**src/rtl/serv_lsu_serdes_if.sv**
```systemverilog
// Data-bus bundle between the load/store serdes (master) and the Wishbone-style
// memory port (slave).
interface serv_lsu_serdes_if;
  logic [31:0] dbus_adr;
  logic [31:0] dbus_dat;
  logic [3:0]  dbus_sel;
  logic        dbus_we;
  logic        dbus_cyc;
  logic [31:0] dbus_rdt;
  logic        dbus_ack;

  modport master (
    output dbus_adr, dbus_dat, dbus_sel, dbus_we, dbus_cyc,
    input  dbus_rdt, dbus_ack
  );

  modport slave (
    input  dbus_adr, dbus_dat, dbus_sel, dbus_we, dbus_cyc,
    output dbus_rdt, dbus_ack
  );
endinterface

```
**src/rtl/serv_lsu_serdes.sv**
```systemverilog
// Bit-serial load/store unit: serial store operand in, one data-bus cycle, serial
// load result out. Define SERV_MISALIGN_TRAP_EN to trap misaligned half/word accesses.
module serv_lsu_serdes (
  input  logic              i_clk,
  input  logic              i_rst,
  input  logic              i_start,
  input  logic              i_we,
  input  logic [1:0]        i_size,
  input  logic              i_signed,
  input  logic [1:0]        i_lsb,
  input  logic [31:0]       i_adr,
  input  logic              i_rs2,
  output logic              o_rd,
  output logic              o_rd_valid,
  output logic              o_busy,
  output logic              o_done,
  output logic              o_misalign,
  serv_lsu_serdes_if.master dbus
);

  typedef enum logic [1:0] {StIdle, StShiftIn, StBus, StShiftOut} state_e;

  state_e      state_q;
  logic [4:0]  cnt_q;
  logic [31:0] sr_q;
  logic        we_q, signed_q;
  logic [1:0]  size_q, lsb_q;
  logic [31:0] adr_q, dat_q;
  logic [3:0]  sel_q;
  logic        cyc_q, bus_we_q, rd_valid_q, done_q, misalign_q;

  logic [3:0]  sel_start;
  logic        misalign;
  logic [31:0] sr_in, dat_next, rdt_algn, ld_ext;

`ifdef SERV_MISALIGN_TRAP_EN
  assign misalign = ((i_size == 2'b01) && i_lsb[0]) || (i_size[1] && (i_lsb != 2'b00));
`else
  assign misalign = 1'b0;
`endif

  always_comb begin
    sel_start = 4'b1111;
    case (i_size)
      2'b00:   sel_start = 4'b0001 << i_lsb;
      2'b01:   sel_start = i_lsb[1] ? 4'b1100 : 4'b0011;
      default: sel_start = 4'b1111;
    endcase

    // Store data includes the bit arriving on the final SHIFT_IN edge.
    sr_in    = {i_rs2, sr_q[31:1]};
    dat_next = sr_in;
    case (size_q)
      2'b00:   dat_next = {4{sr_in[7:0]}};
      2'b01:   dat_next = {2{sr_in[15:0]}};
      default: dat_next = sr_in;
    endcase

    rdt_algn = dbus.dbus_rdt >> {lsb_q, 3'b000};
    ld_ext   = rdt_algn;
    case (size_q)
      2'b00:   ld_ext = {{24{signed_q & rdt_algn[7]}}, rdt_algn[7:0]};
      2'b01:   ld_ext = {{16{signed_q & rdt_algn[15]}}, rdt_algn[15:0]};
      default: ld_ext = rdt_algn;
    endcase
  end

  always_ff @(posedge i_clk) begin
    if (i_rst) begin
      state_q    <= StIdle;
      cnt_q      <= 5'd0;
      sr_q       <= 32'd0;
      we_q       <= 1'b0;
      signed_q   <= 1'b0;
      size_q     <= 2'b00;
      lsb_q      <= 2'b00;
      adr_q      <= 32'd0;
      dat_q      <= 32'd0;
      sel_q      <= 4'd0;
      cyc_q      <= 1'b0;
      bus_we_q   <= 1'b0;
      rd_valid_q <= 1'b0;
      done_q     <= 1'b0;
      misalign_q <= 1'b0;
    end else begin
      done_q     <= 1'b0;
      misalign_q <= 1'b0;
      case (state_q)
        StIdle: begin
          if (i_start) begin
            we_q     <= i_we;
            size_q   <= i_size;
            signed_q <= i_signed;
            lsb_q    <= i_lsb;
            adr_q    <= i_adr;
            sel_q    <= sel_start;
            cnt_q    <= 5'd0;
            if (misalign) begin
              done_q     <= 1'b1;
              misalign_q <= 1'b1;
            end else if (i_we) begin
              state_q <= StShiftIn;
            end else begin
              state_q <= StBus;
              cyc_q   <= 1'b1;
            end
          end
        end
        StShiftIn: begin
          sr_q  <= sr_in;
          cnt_q <= cnt_q + 5'd1;
          if (cnt_q == 5'd31) begin
            state_q  <= StBus;
            dat_q    <= dat_next;
            cyc_q    <= 1'b1;
            bus_we_q <= 1'b1;
          end
        end
        StBus: begin
          if (dbus.dbus_ack) begin
            cyc_q    <= 1'b0;
            bus_we_q <= 1'b0;
            if (we_q) begin
              state_q <= StIdle;
              done_q  <= 1'b1;
            end else begin
              sr_q       <= ld_ext;
              cnt_q      <= 5'd0;
              rd_valid_q <= 1'b1;
              state_q    <= StShiftOut;
            end
          end
        end
        StShiftOut: begin
          sr_q  <= {1'b0, sr_q[31:1]};
          cnt_q <= cnt_q + 5'd1;
          if (cnt_q == 5'd31) begin
            state_q    <= StIdle;
            rd_valid_q <= 1'b0;
            done_q     <= 1'b1;
          end
        end
        default: state_q <= StIdle;
      endcase
    end
  end

  assign dbus.dbus_adr = adr_q;
  assign dbus.dbus_dat = dat_q;
  assign dbus.dbus_sel = sel_q;
  assign dbus.dbus_we  = bus_we_q;
  assign dbus.dbus_cyc = cyc_q;

  assign o_rd       = sr_q[0] & rd_valid_q;
  assign o_rd_valid = rd_valid_q;
  assign o_busy     = (state_q != StIdle);
  assign o_done     = done_q;
  assign o_misalign = misalign_q;

endmodule

```
**src/flat_wrapper.sv**
```systemverilog
// flat-port wrapper written by rule: the top's interface ports become plain ports
module serv_lsu_serdes_flat 
  (i_clk, i_rst, i_start, i_we, i_size, i_signed, i_lsb, i_adr, i_rs2, o_rd, o_rd_valid, o_busy, o_done, o_misalign, dbus_dbus_adr, dbus_dbus_dat, dbus_dbus_sel, dbus_dbus_we, dbus_dbus_cyc, dbus_dbus_rdt, dbus_dbus_ack);
  serv_lsu_serdes_if dbus_i ();
  input  logic i_clk;
  input  logic i_rst;
  input  logic i_start;
  input  logic i_we;
  input  logic [1:0] i_size;
  input  logic i_signed;
  input  logic [1:0] i_lsb;
  input  logic [31:0] i_adr;
  input  logic i_rs2;
  output logic o_rd;
  output logic o_rd_valid;
  output logic o_busy;
  output logic o_done;
  output logic o_misalign;
  output wire logic [$bits(dbus_i.dbus_adr)-1:0] dbus_dbus_adr;
  output wire logic [$bits(dbus_i.dbus_dat)-1:0] dbus_dbus_dat;
  output wire logic [$bits(dbus_i.dbus_sel)-1:0] dbus_dbus_sel;
  output wire logic [$bits(dbus_i.dbus_we)-1:0] dbus_dbus_we;
  output wire logic [$bits(dbus_i.dbus_cyc)-1:0] dbus_dbus_cyc;
  input wire logic [$bits(dbus_i.dbus_rdt)-1:0] dbus_dbus_rdt;
  input wire logic [$bits(dbus_i.dbus_ack)-1:0] dbus_dbus_ack;
  assign dbus_dbus_adr = dbus_i.dbus_adr;
  assign dbus_dbus_dat = dbus_i.dbus_dat;
  assign dbus_dbus_sel = dbus_i.dbus_sel;
  assign dbus_dbus_we = dbus_i.dbus_we;
  assign dbus_dbus_cyc = dbus_i.dbus_cyc;
  assign dbus_i.dbus_rdt = dbus_dbus_rdt;
  assign dbus_i.dbus_ack = dbus_dbus_ack;
  serv_lsu_serdes u_core (.i_clk(i_clk), .i_rst(i_rst), .i_start(i_start), .i_we(i_we), .i_size(i_size), .i_signed(i_signed), .i_lsb(i_lsb), .i_adr(i_adr), .i_rs2(i_rs2), .o_rd(o_rd), .o_rd_valid(o_rd_valid), .o_busy(o_busy), .o_done(o_done), .o_misalign(o_misalign), .dbus(dbus_i));
endmodule
```
**config.mk**
```make
export PLATFORM = sky130hd
export DESIGN_NAME = serv_lsu_serdes_flat
export DESIGN_NICKNAME = d
export VERILOG_FILES = /design/src/rtl/serv_lsu_serdes_if.sv /design/src/rtl/serv_lsu_serdes.sv /design/src/flat_wrapper.sv
export SDC_FILE = /design/constraint.sdc
export NUM_CORES = 1
export LEC_CHECK = 0
export ABC_CLOCK_PERIOD_IN_PS = 2800
export BUFFER_PORTS_ARGS = -buffer_cell sky130_fd_sc_hd__buf_4
export CORE_MARGIN = 4
export CORE_UTILIZATION = 54
export CTS_BUF_LIST = sky130_fd_sc_hd__clkbuf_8
export CTS_CLUSTER_DIAMETER = 80
export DETAILED_ROUTE_END_ITERATION = 10
export PLACE_DENSITY = 0.84
export SLEW_MARGIN = 20
export SYNTH_ARGS = -nofsm -noshare
export SYNTH_HDL_FRONTEND = slang
export SYNTH_SLANG_ARGS = --single-unit
```
**constraint.sdc**
```tcl
create_clock -name i_clk -period 2.8 [get_ports i_clk]
set_clock_uncertainty 0.2 [all_clocks]
set_input_delay 0.14 -clock i_clk [delete_from_list [all_inputs] [get_ports i_clk]]
set_output_delay 0.14 -clock i_clk [all_outputs]
set_load 0.005 [all_outputs]
```
Word level (Yosys, flattened, before mapping):

Cells that the tools add are included.

* register bits after elaboration: 117
* latch bits: 0
* memory bits (writable): 0
* bits in read-only memories: 0
* input port bits: 75
* output and inout port bits: 75
* memories kept: 0

* $add $sub $neg: 1
* multiply operators: 0
* divide/modulo/power cells: 0
* magnitude comparators: 0
* equal/unequal tests: 12
* shift operators: 2
* multiplexer cells: 32
* bitwise logic cells: 3
* reduce and logical (&&, ||, !) cells: 17

Operators with widths (count)
* one-hot mux 32 bit (2 select lines): 2
* one-hot mux 32 bit (3 select lines): 1
* 2-to-1 mux 32 bit: 2
* right shift 32 x 5 -> 32 bit: 1
* 2-to-1 mux 5 bit: 3
* one-hot mux 5 bit (3 select lines): 1
* 2-to-1 mux 2 bit: 6
* 2-to-1 mux 1 bit: 10
* AND reduction 3 bit: 3
* != test 2 bit, second input constant: 4
* one-hot mux 2 bit (4 select lines): 1
* one-hot mux 4 bit (2 select lines): 1
* AND reduction 4 bit: 2
* equality test 2 x 1 -> 1 bit, second input constant: 3
* zero test 2 bit: 3
* one-hot mux 1 bit (2 select lines): 3
* nonzero test 2 bit: 3
* nonzero test 3 bit: 2
* adder 5 x 1 -> 5 bit, second input constant: 1
* equality test 5 bit, second input constant: 1
* AND reduction 5 bit: 1
* equality test 2 bit, second input constant: 2
* 2-to-1 mux 4 bit: 1
* != test 2 x 1 -> 1 bit, second input constant: 2
* other kinds (5): 8

Logic depth before layout (Yosys ltp):

* depth in word-level cells: 6
* gate-level depth with buffers: 9

Least setup slack after synthesis:

No wires, ideal clock.

* kind: register to register
* from: register u_core.cnt_q[0]
* to: register u_core.dat_q[31] (netlist: u_core.dbus.dbus_dat[31])
* arrival time: 1.772 ns
* required time: 2.530 ns
* path slack: 0.757 ns
* stages on the path, launching flop included: 10
* path through: dfxtp_1 ha_1 and3_1 ha_1 nand2_1 nor2_1 buf_2 buf_1 nand2_1 a21oi_1

* word-level cells in the longest chain between the ends: 2

Ends and longest elaborated chain
* start: declaration: RTL line serv_lsu_serdes.sv:24 `logic [4:0] cnt_q;`
* start signal: assignment: RTL line serv_lsu_serdes.sv:111 `cnt_q <= cnt_q + 5'd1;`
* start signal: assignment: RTL line serv_lsu_serdes.sv:136 `cnt_q <= cnt_q + 5'd1;`
* equality test 5 bit: RTL line serv_lsu_serdes.sv:112 `if (cnt_q == 5'd31) begin`
* AND reduction 2 bit (no source line)
* end signal: assignment: RTL line serv_lsu_serdes.sv:114 `dat_q <= dat_next;`
* end: declaration: RTL line serv_lsu_serdes.sv:28 `logic [31:0] adr_q, dat_q;`

No other way between the ends.
A chain may end at the register's enable or synchronous reset.

Final worst setup path:

* from: register u_core.state_q[0]
* to: register u_core.sel_q[0] (netlist: u_core.dbus.dbus_sel[0])

* word-level cells in the longest chain between the ends: 2

Ends and longest elaborated chain
* start: declaration: RTL line serv_lsu_serdes.sv:23 `state_e state_q;`
* start signal: assignment: RTL line serv_lsu_serdes.sv:70 `state_q <= StIdle;`
* start signal: assignment: RTL line serv_lsu_serdes.sv:102 `state_q <= StShiftIn;`
* start signal: assignment: RTL line serv_lsu_serdes.sv:104 `state_q <= StBus;`
* zero test 2 bit: RTL line serv_lsu_serdes.sv:88 `case (state_q)`
* AND reduction 2 bit (no source line)
* end signal: assignment: RTL line serv_lsu_serdes.sv:96 `sel_q <= sel_start;`
* end: declaration: RTL line serv_lsu_serdes.sv:29 `logic [3:0] sel_q;`

No other way between the ends.

==> impl_metrics.ini <==
[status]
status = complete, no violations

[worst_setup_path]
path_buf_inv = 2
crit_required_ps = 2910
critical_path_class = reg2reg
crit_path_max_fanout = 22
crit_path_cell_trace = buf_4 > nor3b_4 > o21ai_0 > o22ai_1 > dlygate4sd3_1 > nor2_1
critPathMaxStageDelay_ps = 570
cp-start-kind = flop
endpoint_kind = flop
crit_path_top_delay_cell = dlygate4sd3_1
cp.arrival_ps = 2710
r2r_slack_ps = 200
crit_family = buffers and inverters

[place]
dp_hpwl_mm = 11.0
place_area_um2 = 6570
place.port_buffers = 148
place.gp.congestion = 0.880
dp_slack_ps = 547

[clock_network]
insertion_delay_ps = 440
cts_sinks = 117
h-tree-depth = 4
cts_made_buffers = 17
clock_path_buffers = 2
holdBufCountCts = 47
cts_setup_buffers = 0
clk_pin_slew_worst_paths_ps = 80
cts_tree = yes
clockRootBuffer = clkbuf_8
cts_resized = 0

[final_layout]
utilization_pct = 76.8
syn2layout_area_growth_pct = 38.5
antenna_cells = 0
drive_above_1_share_pct = 24.0
fin_nets = 921
final_cell_area_um2 = 7510
fill_cells = 617
regArea_um2 = 2340
multi_input_area_um2 = 2810

[logic_synthesis]
syn_area_um2 = 5420
synth_mux_area_share_pct = 6.85
async_flop_share_pct = 0
synth-main-ff-cell = dfxtp_1
synth.ff_latch_count = 117
synth_edf_count = 0
synth_top_family_by_area = compound AO/OA/AOI/OAI gates
syn_inst = 678
synth_compound_area_share_pct = 23.3
synthSimpleGateAreaFrac_pct = 21.0
seq_area_frac_synth_pct = 43.2
syn_area_per_cell_um2 = 8.00
synthAdderAreaFrac_pct = 0.462
yosysWarnings = 0
yosysUniqueCellTypes = 43
synth-xor-area-share_pct = 0
synth_nets = 755

[floorplan]
fp.dieH_um = 108
die_x_um = 108
start_util_pct = 55.5
dieArea_um2 = 11700
io_pins = 150
core_um2 = 9770
num_rows = 36

[global_routing]
grt_max_degree = 62
grt_usage_pct = 29.5
grt_pass1_wl_mm = 27.3
antenna_found_initial = 0
grt_pass1_vias = 5512
grt_overflow = 0

[power_and_ir_drop]
p_seq_share_pct = 41.4
pwr-share-clk_pct = 39.0
total_power_uw = 4710
worst_ir_drop_vdd_mv = 0.488
p_sw_uw = 1400
power.density_nw_per_um2 = 627
p_leak_uw = 0.00293
p_int_uw = 3320
combPwrFrac_pct = 19.6
sw_frac_of_total_pct = 29.6

[route]
first_pass_iters = 6
vias = 5857
routed_wl_mm = 17.2
ant_nets = 0
drtIter0Drc = 618
wl_per_cell_um = 17.4
drc = 0
detail_route.vias_per_cell = 5.92

[sta]
max_freq_mhz = 385
drv_slew = 0
slew_headroom_pct = 52.6
grt_setup_unrepaired = no
final.min_clock_period_ps = 2600
tns_ps = 0
final-setup-viol-count = 0
finalWorstSetupSlack_ps = 202
hold_viol_final = 0
post-route-period-util_pct = 92.8
tightest_slew_ps = 710

[run]
drv_cap = 0

[worst_hold_path]
hold_path_class = in2reg
[worst register-to-register path: cells and delay by family, from the launching register on]
family,cells,cell delay (ps)
simple gates,2,530
buf+inv,2,870
compound gates,2,320
flops,1,540
[path summary, 6_finish.rpt]
check / depth (start not counted) / end / from
worst max register to register: 6 / u_core.dbus.dbus_sel[0]$_SDFFE_PP0P_ / u_core.state_q[0]$_SDFFE_PP0P_
worst min register to register: 2 / u_core.dbus.dbus_dat[4]$_SDFFE_PP0P_ / u_core.dbus.dbus_dat[4]$_SDFFE_PP0P_
worst max-delay path: 6 / u_core.dbus.dbus_sel[0]$_SDFFE_PP0P_ / u_core.state_q[0]$_SDFFE_PP0P_
worst min-delay path: 4 / u_core.sr_q[26]$_SDFFE_PP0P_ / dbus_dbus_rdt[26]
[final cells by class]
type	instances	area share, %
clock buffers	18	3.30
clock inverters	14	2.97
inverters	4	0.200
multi-input cells	496	37.4
flip-flops and latches	117	31.2
well taps	133	2.22
repair buffers	208	22.7
[cell families (layout without fill, tap and decap cells)]
kind of cell	after synthesis	count (layout)
AND/OR/NAND/NOR	270	270
AO/OA/AOI/OAI	188	188
flip-flops	117	117
buffers and inverters	65	244
multiplexers	35	35
adder cells (fa/ha/maj)	2	2
other	1	1
[cells in the final DEF (no fill, tap or decap), types with 9 or more instances in the layout]
| cell | count |
|---|---|
| nor2b_1 | 10 |
| clkbuf_8 | 18 |
| a21oi_1 | 79 |
| nand2_1 | 156 |
| a211oi_1 | 17 |
| dfxtp_1 | 117 |
| nor2_1 | 67 |
| o21ai_0 | 18 |
| and3_1 | 9 |
| a311oi_1 | 33 |
| o211ai_1 | 9 |
| buf_4 | 159 |
| mux2i_1 | 27 |
| nand2b_1 | 9 |
| dlygate4sd3_1 | 47 |
[stage by stage]
stage / instances / hold slack (ps)
2_1_floorplan: 678 / 76.0
3_3_place_gp: 911 / 186
3_5_place_dp: 911 / 198
4_1_cts: 990 / 0.483
5_1_grt: 990 / 26.3
6_report: 990 / 19.3
[cell usage after synthesis, types with 2 or more instances]
library cell,n,area share [%]
nand2_1,156,11
dfxtp_1,117,43
a21oi_1,79,7.3
nor2_1,68,4.7
clkbuf_1,40,2.8
a311oi_1,33,5.3
mux2i_1,27,5.0
o21ai_0,18,1.7
a211oi_1,17,2.4
buf_2,15,1.4
nor2b_1,10,1.2
and3_1,9,1.0
nand2b_1,9,1.0
o211ai_1,9,1.2
a2111oi_0,7,1.1
a311o_1,7,1.3
mux2_2,7,1.5
o221ai_1,7,1.1
nand3_1,5,0.46
inv_1,4,0.28
o22ai_1,4,0.46
a22oi_1,3,0.42
buf_1,3,0.21
nor3b_1,3,0.42
ha_1,2,0.46
or2_2,2,0.23
[power groups by stage]
stage                     Combinational, uW  Sequential [uW]  Clock, uW
after global routing                   1010             1960       1920
after global placement                  802             1970          0
after floorplan                         546             1920          0
final                                   922             1950       1840
after CTS                               892             1940       1840
after detailed placement                829             1980          0
[sequential cells by signal, indices dropped and copies added, names as in the netlist]
signal                count
u_core.dbus.dbus_dat     32
u_core.dbus.dbus_cyc      1
u_core.sr_q              32
u_core.we_q               1
u_core.size_q             2
u_core.lsb_q              2
u_core.state_q            2
u_core.signed_q           1
u_core.cnt_q              5
u_core.dbus.dbus_adr     32
u_core.o_rd_valid         1
u_core.o_done             1
u_core.dbus.dbus_sel      4
u_core.dbus.dbus_we       1
[per-layer routing]
metal  GRT usage [%]  vias to the layer above  part of all wire [%]
met5               0                        -                     0
met4            13.6                        0                   3.7
met3            6.81                       65                   9.0
met2            48.4                      328                    48
met1            37.0                     2719                    39
li1                -                     2745                     -
No activity file was read; power rests on OpenSTA's default activity.
